File: src/rtl/sd_spi_arbiter.sv
// sd_spi_arbiter: shares the SD-card spi2 master and chip-select between port A (Z80) and port B (AVR).
// Optional idle-timeout revocation is compiled in when SDARB_TIMEOUT_EN is defined.
module sd_spi_arbiter #(
  parameter int unsigned CS_GAP    = 2,
  parameter int unsigned TIMEOUT_W = 16
) (
  input  logic       fclk,
  input  logic       rst_n,
  input  logic       a_req,
  input  logic       b_req,
  output logic       a_gnt,
  output logic       b_gnt,
  input  logic       a_start,
  input  logic       b_start,
  input  logic [7:0] a_din,
  input  logic [7:0] b_din,
  input  logic       a_cs_n,
  input  logic       b_cs_n,
  output logic [7:0] a_dout,
  output logic [7:0] b_dout,
  output logic       a_done,
  output logic       b_done,
  output logic       spi_start,
  output logic [7:0] spi_din,
  input  logic [7:0] spi_dout,
  input  logic       spi_rdy,
  output logic       sd_cs_n,
  output logic [1:0] owner
);

  typedef enum logic [2:0] {IDLE, GRANT, LAUNCH, WAIT1, WAITRDY, RELEASE} state_t;
  typedef enum logic {PORT_A, PORT_B} port_t;

  localparam int unsigned GAP_W = (CS_GAP < 2) ? 1 : $clog2(CS_GAP);

  if (CS_GAP < 1 || TIMEOUT_W < 1) begin : g_param_check
    $error("sd_spi_arbiter: CS_GAP and TIMEOUT_W must both be at least 1");
  end

  state_t           state, state_nxt;
  port_t            own, own_nxt;
  port_t            last, last_nxt;
  logic             a_gnt_nxt, b_gnt_nxt;
  logic             spi_start_nxt;
  logic [7:0]       spi_din_nxt;
  logic             sd_cs_n_nxt;
  logic [7:0]       a_dout_nxt, b_dout_nxt;
  logic             a_done_nxt, b_done_nxt;
  logic [GAP_W-1:0] gap_cnt, gap_nxt;

  logic       own_req, own_start, own_cs_n;
  logic [7:0] own_din;
  logic       a_eff, b_eff;
  logic       accept, revoke, timeout;

  assign own_req   = (own == PORT_A) ? a_req   : b_req;
  assign own_start = (own == PORT_A) ? a_start : b_start;
  assign own_cs_n  = (own == PORT_A) ? a_cs_n  : b_cs_n;
  assign own_din   = (own == PORT_A) ? a_din   : b_din;

  // An accepted start outranks a req drop or a timeout in the same cycle.
  assign accept = own_start & spi_rdy;
  assign revoke = ~own_start & (~own_req | timeout);

  assign owner = {b_gnt, a_gnt};

`ifdef SDARB_TIMEOUT_EN
  logic [TIMEOUT_W-1:0] to_cnt, to_cnt_nxt;
  logic                 a_blk, b_blk, a_blk_nxt, b_blk_nxt;

  assign timeout = &to_cnt;
  assign a_eff   = a_req & ~a_blk;
  assign b_eff   = b_req & ~b_blk;

  always_comb begin
    to_cnt_nxt = to_cnt;
    a_blk_nxt  = a_blk & a_req;
    b_blk_nxt  = b_blk & b_req;
    if (state == IDLE || (state == GRANT && accept)) begin
      to_cnt_nxt = '0;
    end else if (state == GRANT && !revoke && !timeout) begin
      to_cnt_nxt = to_cnt + 1'b1;
    end
    // Only a timeout revocation (req still high) blocks the port.
    if (state == GRANT && !accept && revoke && own_req) begin
      if (own == PORT_A) a_blk_nxt = 1'b1;
      else               b_blk_nxt = 1'b1;
    end
  end

  always_ff @(posedge fclk) begin
    if (!rst_n) begin
      to_cnt <= '0;
      a_blk  <= 1'b0;
      b_blk  <= 1'b0;
    end else begin
      to_cnt <= to_cnt_nxt;
      a_blk  <= a_blk_nxt;
      b_blk  <= b_blk_nxt;
    end
  end
`else
  assign timeout = 1'b0;
  assign a_eff   = a_req;
  assign b_eff   = b_req;
`endif

  always_comb begin
    state_nxt     = state;
    own_nxt       = own;
    last_nxt      = last;
    a_gnt_nxt     = a_gnt;
    b_gnt_nxt     = b_gnt;
    spi_start_nxt = 1'b0;
    spi_din_nxt   = spi_din;
    sd_cs_n_nxt   = sd_cs_n;
    a_dout_nxt    = a_dout;
    b_dout_nxt    = b_dout;
    a_done_nxt    = 1'b0;
    b_done_nxt    = 1'b0;
    gap_nxt       = gap_cnt;

    case (state)
      IDLE: begin
        sd_cs_n_nxt = 1'b1;
        if (a_eff || b_eff) begin
          if (a_eff && (!b_eff || last == PORT_B)) begin
            own_nxt   = PORT_A;
            last_nxt  = PORT_A;
            a_gnt_nxt = 1'b1;
          end else begin
            own_nxt   = PORT_B;
            last_nxt  = PORT_B;
            b_gnt_nxt = 1'b1;
          end
          state_nxt = GRANT;
        end
      end

      GRANT: begin
        sd_cs_n_nxt = own_cs_n;
        if (accept) begin
          spi_din_nxt   = own_din;
          spi_start_nxt = 1'b1;
          state_nxt     = LAUNCH;
        end else if (revoke) begin
          a_gnt_nxt   = 1'b0;
          b_gnt_nxt   = 1'b0;
          sd_cs_n_nxt = 1'b1;
          gap_nxt     = '0;
          state_nxt   = RELEASE;
        end
      end

      LAUNCH: state_nxt = WAIT1;

      // spi2 may still show rdy from before the start pulse landed.
      WAIT1: state_nxt = WAITRDY;

      WAITRDY: begin
        if (spi_rdy) begin
          if (own == PORT_A) begin
            a_dout_nxt = spi_dout;
            a_done_nxt = 1'b1;
          end else begin
            b_dout_nxt = spi_dout;
            b_done_nxt = 1'b1;
          end
          state_nxt = GRANT;
        end
      end

      RELEASE: begin
        sd_cs_n_nxt = 1'b1;
        if (gap_cnt == GAP_W'(CS_GAP - 1)) state_nxt = IDLE;
        else                               gap_nxt   = gap_cnt + 1'b1;
      end

      default: state_nxt = IDLE;
    endcase
  end

  always_ff @(posedge fclk) begin
    if (!rst_n) begin
      state     <= IDLE;
      own       <= PORT_A;
      last      <= PORT_B;
      a_gnt     <= 1'b0;
      b_gnt     <= 1'b0;
      spi_start <= 1'b0;
      spi_din   <= '0;
      sd_cs_n   <= 1'b1;
      a_dout    <= '0;
      b_dout    <= '0;
      a_done    <= 1'b0;
      b_done    <= 1'b0;
      gap_cnt   <= '0;
    end else begin
      state     <= state_nxt;
      own       <= own_nxt;
      last      <= last_nxt;
      a_gnt     <= a_gnt_nxt;
      b_gnt     <= b_gnt_nxt;
      spi_start <= spi_start_nxt;
      spi_din   <= spi_din_nxt;
      sd_cs_n   <= sd_cs_n_nxt;
      a_dout    <= a_dout_nxt;
      b_dout    <= b_dout_nxt;
      a_done    <= a_done_nxt;
      b_done    <= b_done_nxt;
      gap_cnt   <= gap_nxt;
    end
  end

endmodule

File: config.mk
export PLATFORM = sky130hd
export DESIGN_NAME = sd_spi_arbiter
export DESIGN_NICKNAME = d
export VERILOG_FILES = /design/src/rtl/sd_spi_arbiter.sv
export SDC_FILE = /design/constraint.sdc
export NUM_CORES = 1
export LEC_CHECK = 0
export ABC_AREA = 1
export CAP_MARGIN = 40
export CORE_MARGIN = 2
export CORE_UTILIZATION = 30
export DETAILED_ROUTE_END_ITERATION = 6
export GPL_ROUTABILITY_DRIVEN = 0
export GPL_TIMING_DRIVEN = 0
export MAX_ROUTING_LAYER = met4
export SYNTH_ARGS = -nofsm -noshare
export SYNTH_HDL_FRONTEND = slang
export SYNTH_SLANG_ARGS = --single-unit
export TNS_END_PERCENT = 5
File: constraint.sdc
create_clock -name fclk -period 1.3 [get_ports fclk]
set_clock_uncertainty 0.2 [all_clocks]
set_input_delay 0.26 -clock fclk [delete_from_list [all_inputs] [get_ports fclk]]
set_output_delay 0.26 -clock fclk [all_outputs]
set_load 0.02 [all_outputs]
==> run metrics <==
post-layout min period 1.47 ns; Slew headroom 0.689; Pwr Total between 4000 and 5000 uW; unrepaired setup endpoints after global routing yes; sequential share of the synthesized area 0.444; Metal-1 WL 2100 microns; commonest non-fill, non-tap cell in the layout nand2_1; worst hold slack ~0.05 ns; Cell variety after synth 20; CTS tree yes; count of final setup violators 32; Fmax achieved 682 MHz; vias per inst about 4.4; Sw Ratio 0.407; status complete, but fails checks; post-route ant nets 0; post-detail-place hpwl about 3200 microns; Clock power frac 0.183; Logic pwr share 0.461; Peak VDD IR about 0.0007 V; clk_lat worst skew about 0.29 ns; CP startpoint kind flop; Post-Syn Area 1620 sq um; HP Class primary input to flop; Sink Count 36; nets around 350; Switch Pwr about 1700 uW; flops & latches, synth 36; Final Hold Viols 0; share of post-route cells with drive strength above 1 0.295; Critical Path Sink Type flop; initial core utilization 0.313; Die ar. between 6000 and 7000 sq um; Core Area just over 5000 sq um; WL/cell about 12 microns; length of routed met3 wiring around 250 microns; Post-CTS Hold Buffers 0; fillcell total 559; Internal approximately 2500 uW; Final Instance Area between 2000 and 2500 sq um; Crit. Startpoint state[0]; I/O pin count between 60 and 70; PortBufs between 60 and 70; routed wl met2 around 2300 microns; Layout area overhead 51.4%; Worst Max-Slew Pin Slew approximately 0.47 ns; largest net degree at the start of global routing 11; n_diodes 0; grt total ovfl 0; CTS Root Cell clkbuf_8; die extent in x around 78 microns; max-cap viol count 0; critical path fanouts, max 5; pins over their slew limit 0; final setup margin -0.166 ns; failing checks setup timing; DRC viols 0; first-pass GRT wire length 7730 microns; Syn. warnings 0; r2r startpoint state[0]; clock buffer depth 2; hold_sp rst_n; sequential power share 0.356; crit path DAT approximately 1.5 ns; vias in the first global route between 1500 and 2000; syn nets between 200 and 300; PD cells 1690 nW/um^2; die span in y ~78 microns; Post-Synthesis Cells about 230; top routing layer used met4; Area after DPL 2340 sq um; Crit Path Category flop to flop; All-Layer GR Usage 0.167; Post-Syn Area per Cell between 6 and 7 sq um; CTS Buf Count 5; TritonRoute pass-1 iters 4; vias after detailed routing between 1500 and 2000; initial antenna violation count 0; Worst Path Required roughly 1.3 ns; worst r2r path cells 7; Static Leakage about 0.0012 uW; number of core rows 26; FF-to-FF setup slack -0.17 ns; R2R Path End b_dout[0]; most frequent cells in the layout nand2_1, nor2_1, dfxtp_1; Tcrit/Tclk final 1.13; routed wire length about 4700 microns; DRT iter0 DRCs 81; number of H-tree levels 2; crit path capture b_dout[0]; Clock transition at path regs around 0.070 ns
logic make-up (layout without fill, tap and decap cells):
logic type	after synthesis	in the layout	share of synthesized area
simple gates	122	123	0.329
compound gates	40	40	0.126
flops	36	36	0.444
buf+inv	36	113	0.101
critical path: stages (launching register included):
cell     delay (ns)
dfxtp_2        0.33
inv_2          0.08
nand2_2        0.08
nor2_4         0.20
nand3_4        0.16
buf_6          0.17
o21ai_2        0.10
a21oi_1        0.04
area by class of cell:
type	instances	area (sq um)	share of cell area
Multi-Input combinational cell	163	826	0.336
Inverter	28	116	0.0474
Sequential cell	36	733	0.299
Tap cell	70	87.6	0.0357
Buffer	8	65.1	0.0265
Timing Repair Buffer	70	549	0.224
Clock buffer	6	72.6	0.0296
Clock inverter	1	5.00	0.00204
power by group through the flow:
stage	Clock [uW]	Sequential, uW	Combinational (uW)
2_1_floorplan	0	1630	948
3_3_place_gp	0	1470	1730
3_5_place_dp	0	1470	1740
4_1_cts	784	1470	1810
5_1_grt	829	1510	2100
6_report	758	1480	1910
sequential cells by signal (all words and copies together), names as in the netlist, 3 cells and up:
| signal | cells |
|---|---|
| spi_din | 8 |
| b_dout | 8 |
| a_dout | 8 |
| state | 3 |
metal layers:
metal | up-vias | global-route usage
li1 | 892 | -
met1 | 745 | 0.195
met2 | 48 | 0.279
met3 | 12 | 0.0407
met4 | 0 | 0.0625
met5 | - | -
per-stage QoR:
stage	cells	util	setup TNS [ns]	setup slack, ns
2_1_floorplan	234	-	-0.0571	-0.0216
3_3_place_gp	367	0.452	-18.23	-0.540
3_5_place_dp	367	0.452	-18.02	-0.522
4_1_cts	382	0.464	-2.66	-0.138
5_1_grt	382	0.475	-5.05	-0.215
6_report	382	0.475	-2.41	-0.166
cell usage after synthesis:
library cell  instances  area, sq um
nand2_2               2         12.5
inv_2                 5         18.8
nor2_8                1         20.0
dfxtp_1              36          721
buf_4                 2         15.0
nand3_4               1         17.5
inv_1                22         82.6
clkinv_2              1         5.00
o21ai_0              23          115
clkbuf_4              1         7.51
buf_2                 1         5.00
nor2_1               42          158
clkbuf_1              2         7.51
nand3_2               3         30.0
nor2_2                2         12.5
a21oi_1              16         80.1
nand3_1              13         65.1
nand2_1              58          218
buf_6                 2         22.5
o21ai_2               1         8.76
how the worst min path moves through the flow:
| stage | cells past startpoint | to | slack [ns] |
|---|---|---|---|
| 2_1_floorplan | 2 | b_dout[0] | 0.22 |
| 3_3_place_gp | 2 | b_dout[0] | 0.24 |
| 3_5_place_dp | 2 | b_dout[4] | 0.24 |
| 4_1_cts | 2 | last | 0.04 |
| 5_1_grt | 2 | last | 0.07 |
| 6_report | 2 | last | 0.05 |
timing repair:
item                       CTS  global route
buffers inserted             6             0
pin swaps                    6             6
setup endpoints to repair   65            40
gates resized for setup    160            29
cloned                       2             0
No activity file was read; power rests on OpenSTA's default activity.
